### src/rtl/rom_ctrl_pkg.sv
// Shared types and constants for the ROM read arbiter.
// The FSM state encoding and ROM geometry are defined here.
package rom_ctrl_pkg;

    typedef enum logic [1:0] {
        StIdle = 2'd0,
        StRead = 2'd1,
        StResp = 2'd2
    } state_e;

    localparam int unsigned ROM_DEPTH  = 256;
    localparam int unsigned IDX_W      = 8;
    localparam int unsigned WORD_SHIFT = 2;

endpackage

### src/rtl/rr_arb2.sv
// Two-way round-robin arbiter. This block is purely combinational.
// When both requests are set, the pointer picks the winner.
module rr_arb2 (
    input  logic [1:0] req_i,
    input  logic       ptr_i,
    output logic [1:0] gnt_o,
    output logic       gnt_id_o
);

    always_comb begin
        gnt_id_o = 1'b0;
        gnt_o    = 2'b00;
        unique case (req_i)
            2'b01: gnt_id_o = 1'b0;
            2'b10: gnt_id_o = 1'b1;
            2'b11: gnt_id_o = ptr_i;
            default: gnt_id_o = 1'b0;
        endcase
        if (req_i != 2'b00) begin
            gnt_o = gnt_id_o ? 2'b10 : 2'b01;
        end
    end

endmodule

### src/rtl/rom_read_arbiter.sv
// Shares one combinational ROM between two valid/ready requesters.
// Only one read is in flight at a time, and the requesters are served round-robin.
module rom_read_arbiter
    import rom_ctrl_pkg::*;
#(
    parameter int unsigned DATA_W = 32,
    parameter int unsigned ADDR_W = 32,
    parameter int unsigned DEPTH  = 256
) (
    input  logic              clk_i,
    input  logic              rst_ni,
    input  logic              req0_valid_i,
    input  logic [ADDR_W-1:0] req0_addr_i,
    output logic              req0_ready_o,
    output logic              rsp0_valid_o,
    output logic [DATA_W-1:0] rsp0_data_o,
    output logic              rsp0_err_o,
    input  logic              rsp0_ready_i,
    input  logic              req1_valid_i,
    input  logic [ADDR_W-1:0] req1_addr_i,
    output logic              req1_ready_o,
    output logic              rsp1_valid_o,
    output logic [DATA_W-1:0] rsp1_data_o,
    output logic              rsp1_err_o,
    input  logic              rsp1_ready_i,
    output logic [ADDR_W-1:0] rom_address_o,
    input  logic [DATA_W-1:0] rom_data_i
);

    // Every address bit at or above this position is outside the ROM.
    localparam int unsigned RangeLsb = $clog2(DEPTH) + WORD_SHIFT;
    localparam logic [ADDR_W-1:0] AlignMask = ~ADDR_W'(2 ** WORD_SHIFT - 1);

    state_e            state_q, state_d;
    logic              ptr_q, ptr_d;
    logic              gnt_id_q, gnt_id_d;
    logic [ADDR_W-1:0] addr_q, addr_d;
    logic              oor_q, oor_d;
    logic [DATA_W-1:0] data0_q, data0_d, data1_q, data1_d;
    logic              err0_q, err0_d, err1_q, err1_d;

    logic [1:0]        arb_gnt;
    logic              arb_gnt_id;
    logic [ADDR_W-1:0] sel_addr;
    logic [DATA_W-1:0] rd_word;
    logic              rsp_ready;

    rr_arb2 u_arb (
        .req_i    ({req1_valid_i, req0_valid_i}),
        .ptr_i    (ptr_q),
        .gnt_o    (arb_gnt),
        .gnt_id_o (arb_gnt_id)
    );

    assign sel_addr  = arb_gnt_id ? req1_addr_i : req0_addr_i;
    assign rd_word   = oor_q ? '0 : rom_data_i;
    assign rsp_ready = gnt_id_q ? rsp1_ready_i : rsp0_ready_i;

    always_comb begin
        state_d  = state_q;
        ptr_d    = ptr_q;
        gnt_id_d = gnt_id_q;
        addr_d   = addr_q;
        oor_d    = oor_q;
        data0_d  = data0_q;
        data1_d  = data1_q;
        err0_d   = err0_q;
        err1_d   = err1_q;
        unique case (state_q)
            StIdle: begin
                if (arb_gnt != 2'b00) begin
                    gnt_id_d = arb_gnt_id;
                    addr_d   = sel_addr & AlignMask;
                    oor_d    = |sel_addr[ADDR_W-1:RangeLsb];
                    state_d  = StRead;
                end
            end
            StRead: begin
                if (gnt_id_q) begin
                    data1_d = rd_word;
                    err1_d  = oor_q;
                end else begin
                    data0_d = rd_word;
                    err0_d  = oor_q;
                end
                state_d = StResp;
            end
            StResp: begin
                if (rsp_ready) begin
                    ptr_d   = ~gnt_id_q;
                    state_d = StIdle;
                end
            end
            default: state_d = StIdle;
        endcase
    end

    always_ff @(posedge clk_i or negedge rst_ni) begin
        if (!rst_ni) begin
            state_q  <= StIdle;
            ptr_q    <= 1'b0;
            gnt_id_q <= 1'b0;
            addr_q   <= '0;
            oor_q    <= 1'b0;
            data0_q  <= '0;
            data1_q  <= '0;
            err0_q   <= 1'b0;
            err1_q   <= 1'b0;
        end else begin
            state_q  <= state_d;
            ptr_q    <= ptr_d;
            gnt_id_q <= gnt_id_d;
            addr_q   <= addr_d;
            oor_q    <= oor_d;
            data0_q  <= data0_d;
            data1_q  <= data1_d;
            err0_q   <= err0_d;
            err1_q   <= err1_d;
        end
    end

    assign req0_ready_o  = (state_q == StIdle) && arb_gnt[0];
    assign req1_ready_o  = (state_q == StIdle) && arb_gnt[1];
    assign rsp0_valid_o  = (state_q == StResp) && !gnt_id_q;
    assign rsp1_valid_o  = (state_q == StResp) && gnt_id_q;
    assign rsp0_data_o   = data0_q;
    assign rsp1_data_o   = data1_q;
    assign rsp0_err_o    = err0_q;
    assign rsp1_err_o    = err1_q;
    assign rom_address_o = addr_q;

endmodule
### config.mk
export PLATFORM = sky130hd
export DESIGN_NAME = rom_read_arbiter
export DESIGN_NICKNAME = d
export VERILOG_FILES = /design/src/rtl/rom_ctrl_pkg.sv /design/src/rtl/rr_arb2.sv /design/src/rtl/rom_read_arbiter.sv
export SDC_FILE = /design/constraint.sdc
export NUM_CORES = 1
export LEC_CHECK = 0
export ABC_CLOCK_PERIOD_IN_PS = 1700
export CORE_MARGIN = 2
export CORE_UTILIZATION = 41
export DETAILED_ROUTE_END_ITERATION = 6
export HOLD_SLACK_MARGIN = 0.12
export PLACE_DENSITY = 0.81
export SLEW_MARGIN = 40
export SYNTH_ARGS = -nofsm -noshare
export SYNTH_HDL_FRONTEND = slang
export SYNTH_SLANG_ARGS = --single-unit
### constraint.sdc
create_clock -name clk_i -period 1.7 [get_ports clk_i]
set_input_delay 0.34 -clock clk_i [delete_from_list [all_inputs] [get_ports clk_i]]
set_output_delay 0.34 -clock clk_i [all_outputs]
set_load 0.02 [all_outputs]
Yosys cells after proc, flatten, opt, wreduce, memory -nomap -nowiden
Cells that the tools add are included.
W data, S select, Z words.
{ "op_classes": {"eq_ne": 6, "bitwise": 1, "reduce_logical": 14, "muxes": 9} }
{ "op_table": {"columns": ["operator", "count"], "rows": [
  ["$mux W32", 2],
  ["$reduce_or A22 Y1", 1],
  ["$reduce_and A2 Y1", 5],
  ["$mux W2", 4],
  ["$eq A2 B2 Y1 const B", 3],
  ["$pmux W2 S3", 1],
  ["$logic_and A1 B1 Y1", 4],
  ["$ne A2 B2 Y1 const B", 2],
  ["$reduce_bool A2 Y1", 2],
  ["$eq A2 B1 Y1 const B", 1],
  ["$logic_not A2 Y1", 1],
  ["$pmux W1 S2", 1],
  ["$logic_not A1 Y1", 1],
  ["$mux W1", 1],
  ["$not A1 Y1", 1]
]} }
{ "word_totals": {"output_inout_bits": 102, "regBits": 101, "input_bits": 102, "wordCells": 39} }

Logic depth before layout (Yosys ltp)
Gate-level depths: netlist of the first run.
{ "logic_depth": {"depth_word": 7, "depth_mapped": 6} }

Cells and area by module
Synthesis of the first run repeated with hierarchy kept, for this count alone.
{ "hier_totals": {"hier_cells": 423, "area_unflattened_um2": 4371.7} }
{ "by_module_without_submodules": {"columns": ["module", "n_inst", "cells_each", "area_each_um2", "seq_area_each_um2"], "rows": [
  ["rom_read_arbiter", 1, 419, 4345.4, 2527.4],
  ["rr_arb2", 1, 4, 26.3, 0.0]
]} }

Worst setup path after synthesis of the first run
OpenSTA, ideal clock, no wires.
{ "synth_path": {"kind": "in2reg", "from": "input port req0_addr_i[26]", "to": "register oor_q", "cell_stages": 4, "arrival_ns": 1.357, "required_time_ns": 1.580, "setup_ns": 0.120, "n_path_buf": 0, "setup_slack_ns": 0.224, "path_cell_list": "or4_4 a2111oi_4 a41o_2 a21oi_2"} }
{ "synth_between": {"elab_chain_len": 2} }
{ "synth_lines": {"columns": ["element", "line_no", "text"], "rows": [
  ["start, declared", "rom_read_arbiter.sv:13", "input logic [ADDR_W-1:0] req0_addr_i,"],
  ["$mux W32", "rom_read_arbiter.sv:55", "assign sel_addr = arb_gnt_id ? req1_addr_i : req0_addr_i;"],
  ["$reduce_or A22 Y1", "rom_read_arbiter.sv:74", "oor_d = |sel_addr[ADDR_W-1:RangeLsb];"],
  ["end signal, assigned", "rom_read_arbiter.sv:114", "oor_q <= oor_d;"],
  ["end, declared", "rom_read_arbiter.sv:38", "logic oor_q, oor_d;"]
]} }
Every way passes these cells.
A chain may end at the register's enable or synchronous reset.

Worst setup path after layout of the first run
{ "layout_path": {"from": "register addr_q[2], in the netlist rom_address_o[2]", "to": "output port rom_address_o[2]"} }
{ "layout_lines": {"columns": ["element", "line_no", "text"], "rows": [
  ["start, declared", "rom_read_arbiter.sv:37", "logic [ADDR_W-1:0] addr_q, addr_d;"],
  ["start signal, assigned", "rom_read_arbiter.sv:113", "addr_q <= addr_d;"],
  ["end, declared", "rom_read_arbiter.sv:26", "output logic [ADDR_W-1:0] rom_address_o,"]
]} }
No word-level cell between the ends.

==> results.json, run 1 <==
{
  "crit_required_ns": 1.36,
  "endpoint_kind": "primary output",
  "dr.pass1.iters": 4,
  "grt_pass1_wl_mm": 19.5,
  "reg2reg_to": "rsp0_data_o[28]",
  "synth_edf_count": 0,
  "clkTransAtPathRegs_ns": 0.09,
  "viasPerCell": 4.97,
  "synth_area_leaders": "dfrtp_1 59%, o21ai_0 10%, nand2_1 9.5%",
  "cts_buffer_depth": 2,
  "crit_buf_inv": 1,
  "drv_cap": 0,
  "min_from": "rom_address_o[5]",
  "grt_usage": 0.225,
  "rows": 37,
  "arrival_ns": 1.33,
  "ys.flop_type": "dfrtp_1",
  "drive_above_1_share": 0.0908,
  "ys_seq_area_frac": 0.595,
  "die_y_um": 106,
  "antennaDiodeCount": 0,
  "synthesis.area_um2": 4250,
  "final_nets": 736,
  "min_path_type": "register to register",
  "overflow": 0,
  "cp_max_fo": 2,
  "total_power_mw": 7.83,
  "r2r_start": "state_q[0]",
  "reg2reg_slack_ns": 0.10,
  "hold-path-endpoint": "rom_address_o[5]",
  "worst_slack_ns": 0.0344,
  "cts_buffers": 9,
  "die_x_um": 106,
  "path_cells": "clkdlybuf4s50_1",
  "worstSetupStartpoint": "rom_address_o[2]",
  "finalHoldViolations": 0,
  "async_flop_share": 1.00,
  "synthTopCellsByCount": "107 x nand2_1, 101 x dfrtp_1, 88 x o21ai_0, 33 x nand2b_1, 23 x mux2i_1",
  "gp_congestion": 0.928,
  "finalSetupTns_ns": 0,
  "core_um2": 10200,
  "dpl.cell_count": 756,
  "pre_cts_ws_ns": -0.366,
  "crit_slowest_cell": "clkdlybuf4s50_1",
  "drc": 0,
  "dpl.hpwl_mm": 9.32,
  "relSlewSlack": 0.650,
  "synthCells": 424,
  "tightest_slew_ns": 0.526,
  "min_period_ns": 1.67,
  "syn_to_final_growth_pct": 60.6,
  "r2r_cells": 6,
  "p_leak_nw": 3.89,
  "instances_no_fill": 775,
  "max_freq_ghz": 0.600,
  "utilization": 0.670,
  "drtAntennaViolNets": 0,
  "fin_area_um2": 6820,
  "clock_sinks": 101,
  "postSynthAreaPerCell_um2": 10.0,
  "routed_wl_mm": 12.4,
  "cts_tree": "done",
  "antenna_found_initial": 0,
  "initial_core_util": 0.417,
  "synth.most_common_cell": "nand2_1",
  "vias": 3850,
  "placed_area_um2": 6510,
  "fp.dieArea_um2": 11200,
  "synthDistinctLibCells": 29,
  "start_kind": "register",
  "slowest_delay_ns": 0.60,
  "synth_top_area_frac": 0.595,
  "ys.warnings.count": 0,
  "clk_latency_ns": 0.37,
  "yosysTopAreaCell": "dfrtp_1",
  "finalMaxSlewViolations": 0,
  "fin_skew_ns": 0.00553,
  "drt_iter0_drc": 120,
  "grt_pass1_vias": 3964,
  "portBuffers": 197,
  "status": "finished clean",
  "ios": 204,
  "rsz0062_at_grt": "yes",
  "routedWlPerCell_um": 16.0,
  "cts_root_buf": "clkbuf_8",
  "vdd_ir_drop_max_v": 0.000803,
  "hold_ws_ns": 0.466,
  "grt_max_degree": 102,
  "crit_family": "buffers and inverters",
  "ys_ff_latch": 101,
  "setup_viol": 0,
  "h-tree-depth": 3,
  "p_per_area_nw_per_um2": 1150,
  "critical_path_class": "register to primary output",
  "post-route-period-util": 0.980,
  "hold_depth": 2
}
[layer usage]
| layer | part of all wire | wire [um] | global-route usage |
|---|---|---|---|
| met3 | 0.085 | 1060 | 0.0618 |
| met2 | 0.50 | 6220 | 0.388 |
| met4 | 0.027 | 339 | 0.0977 |
| met1 | 0.39 | 4790 | 0.262 |
| met5 | 0 | 0 | 0 |
[logic make-up (layout without fill, tap and decap cells)]
group | count (synthesis) | in the layout | synth area share
buffers and inverters | 30 | 244 | 0.0315
and+or+nand+nor | 164 | 164 | 0.178
muxes | 25 | 25 | 0.0595
DFF | 101 | 101 | 0.595
other | 1 | 2 | 0.000883
AOI/OAI and AO/OA | 103 | 103 | 0.135
[power breakdown]
| part | internal (mW) | switching, mW | leakage [nW] | total (mW) |
|---|---|---|---|---|
| Combinational | 1.42 | 1.87 | 2.47 | 3.28 |
| Clock | 0.614 | 0.759 | 0.0877 | 1.37 |
| Sequential | 2.89 | 0.288 | 1.34 | 3.17 |
[worst min-delay path, cell delays in order (launching register included)]
cell     delay (ns)
dfrtp_1        0.34
nand2_1        0.05
nand2_1        0.05
[sequential cells by signal, summed over array words and instances, names as in the netlist]
| register | count |
|---|---|
| gnt_id_q | 1 |
| oor_q | 1 |
| ptr_q | 1 |
| rom_address_o | 30 |
| rsp0_data_o | 32 |
| rsp0_err_o | 1 |
| rsp1_data_o | 32 |
| rsp1_err_o | 1 |
| state_q | 2 |
[what timing repair did]
action	CTS	global route
hold buffers	1	0
endpoints found under the hold margin	101	0
pin swaps	0	1
setup buffers	0	2
gates resized for setup	54	55
setup endpoints to repair	34	64
[layout by cell type, fill, tap and decap left out, types with 2 or more instances in the layout]
cell type / synthesis / layout
buf_6: 0 / 3
conb_1: 1 / 2
nand2_1: 107 / 107
or4_1: 3 / 3
and3_1: 4 / 2
mux2i_1: 23 / 23
dfrtp_1: 101 / 100
buf_12: 0 / 3
clkbuf_8: 0 / 11
nor3_1: 3 / 3
buf_2: 5 / 2
mux2_2: 2 / 2
buf_4: 4 / 25
clkbuf_1: 19 / 4
and3_4: 0 / 2
dlygate4sd2_1: 0 / 30
inv_1: 2 / 2
clkdlybuf4s50_1: 0 / 108
dlymetal6s2s_1: 0 / 54
nor4_1: 4 / 4
nor2_1: 3 / 3
o21ai_0: 88 / 88
nand2b_1: 33 / 32
a22oi_1: 8 / 8
[cell type report]
cell class | count | area, um2
Clock inverter | 1 | 5.00
Fill cell | 813 | 3360
Multi-Input combinational cell | 294 | 1620
Tap cell | 136 | 170
Sequential cell | 101 | 2530
Timing Repair Buffer | 226 | 2320
Inverter | 2 | 7.51
Clock buffer | 15 | 166
[worst max-delay path by stage]
stage | endpoint | slack, ns | depth (start not counted)
after floorplan | oor_q | 0.22 | 4
after global placement | req0_ready_o | -0.30 | 4
after detailed placement | req1_ready_o | -0.37 | 4
after CTS | req0_ready_o | -0.003 | 4
after global routing | rsp0_valid_o | -0.05 | 3
final | rom_address_o[2] | 0.03 | 1
No activity file was read; power rests on OpenSTA's default activity.
==> run 2, diff against run 1 <==
CORE_ASPECT_RATIO = 0.6   (was default)
SETUP_SLACK_MARGIN = 0.02   (was default)
SKIP_CTS_REPAIR_TIMING = 1   (was default)
==> results.json, run 2 (synthesis gave the netlist of run 1 again) <==
{
  "clk_latency_ns": 0.34,
  "drc": 0,
  "fin_skew_ns": 0.00580,
  "crit_end": "req0_ready_o",
  "initial_core_util": 0.426,
  "gp_congestion": 0.960,
  "final_nets": 739,
  "vdd_ir_drop_max_v": 0.000910,
  "min_period_ns": 1.69,
  "r2r_start": "state_q[0]",
  "fp.dieArea_um2": 11200,
  "final_cell_mix": "113 x clkdlybuf4s50_1, 107 x nand2_1, 101 x dfrtp_1",
  "rows": 28,
  "cts_root_buf": "clkbuf_16",
  "min_path_type": "input port to async pin",
  "portBuffers": 197,
  "viasPerCell": 4.93,
  "routed_wl_mm": 12.5,
  "drtAntennaViolNets": 0,
  "r2r_cells": 6,
  "die_y_um": 82.9,
  "h-tree-depth": 3,
  "finalHoldViolations": 0,
  "instances_no_fill": 777,
  "start_kind": "register",
  "antenna_found_initial": 0,
  "routedWlPerCell_um": 16.0,
  "finalMaxSlewViolations": 0,
  "arrival_ns": 1.35,
  "max_freq_ghz": 0.592,
  "cts_tree": "done",
  "reg2reg_slack_ns": 0.08,
  "grt_pass1_wl_mm": 20.4,
  "grt_usage": 0.233,
  "final_common_cell": "clkdlybuf4s50_1",
  "clock_sinks": 101,
  "syn_to_final_growth_pct": 66.6,
  "core_um2": 9980,
  "p_per_area_nw_per_um2": 1220,
  "drv_cap": 0,
  "post-route-period-util": 0.994,
  "overflow": 0,
  "vias": 3830,
  "cp_max_fo": 3,
  "cts_buffers": 9,
  "reg2reg_to": "rsp0_data_o[23]",
  "die_x_um": 135,
  "hold_ws_ns": 0.397,
  "dr.pass1.iters": 4,
  "dpl.hpwl_mm": 9.48,
  "dpl.cell_count": 757,
  "crit_required_ns": 1.36,
  "ios": 204,
  "grt_pass1_vias": 3991,
  "cts_buffer_depth": 2,
  "setup_viol": 0,
  "antennaDiodeCount": 0,
  "endpoint_kind": "primary output",
  "p_leak_nw": 4.24,
  "worstSetupStartpoint": "state_q[0]",
  "status": "finished clean",
  "rsz0062_at_grt": "yes",
  "critical_path_class": "register to primary output",
  "drive_above_1_share": 0.0997,
  "grt_max_degree": 51,
  "clkTransAtPathRegs_ns": 0.07,
  "total_power_mw": 8.63,
  "drt_iter0_drc": 126
}
-- run 2: cell count changes in the layout (fill, tap and decap cells not counted), moves of 3 or more --
cell / change
dlymetal6s2s_1: +25
clkbuf_1: -4
inv_6: +3
o21ai_0: -5
clkbuf_16: +9
clkbuf_2: +4
o21ai_1: +5
dlygate4sd2_1: -30
clkdlybuf4s50_1: +5
clkbuf_8: -11
-- run 2: final cells by class --
type	count	area, um2
fill	743	2910
sequential	101	2530
timing repair buffer	229	2460
multi-input combinational	294	1610
clock buffer	9	225
tap	135	169
clock inverter	7	81.3
inverter	2	7.51
-- run 2: worst min path at each step --
stage	end	slack, ns	cells past startpoint	start
floorplan	gnt_id_q	0.04	0	rst_ni
global placement	rom_address_o[13]	0.22	1	rst_ni
detailed placement	rom_address_o[9]	0.22	1	rst_ni
CTS	rom_address_o[9]	-0.15	1	rst_ni
global route	rom_address_o[9]	0.41	2	rst_ni
finish	rom_address_o[9]	0.40	2	rst_ni
-- run 2: worst max-delay path, stage by stage, from the launching register on --
cell	delay (ns)
dfrtp_1	0.43
nor2_2	0.18
and3_4	0.23
clkbuf_2	0.17
-- run 2: power by group --
| part | total [mW] | leakage [nW] | internal (mW) | switching [mW] |
|---|---|---|---|---|
| logic | 3.37 | 2.75 | 1.50 | 1.87 |
| clock network | 2.09 | 0.147 | 1.16 | 0.931 |
| registers | 3.17 | 1.34 | 2.89 | 0.280 |
-- run 2: per-stage QoR --
| stage | TNS [ns] | worst slack, ns | util | area, um2 |
|---|---|---|---|---|
| 3_3_place_gp | -3.18 | -0.364 | 0.655 | 6540 |
| 4_1_cts | -1.91 | -0.492 | 0.686 | 6850 |
| 2_1_floorplan | 0 | 0.224 | - | 4250 |
| 3_5_place_dp | -4.11 | -0.381 | 0.655 | 6540 |
| 5_1_grt | -0.161 | -0.0545 | 0.709 | 7080 |
| 6_report | 0 | 0.00988 | 0.709 | 7080 |
-- run 2: routing by layer --
metal / GRT usage / wire length [um] / vias up
li1: - / - / 1856
met1: 0.307 / 5440 / 1801
met2: 0.365 / 5710 / 147
met3: 0.0684 / 939 / 26
met4: 0.0890 / 382 / 0
met5: 0 / 0 / -
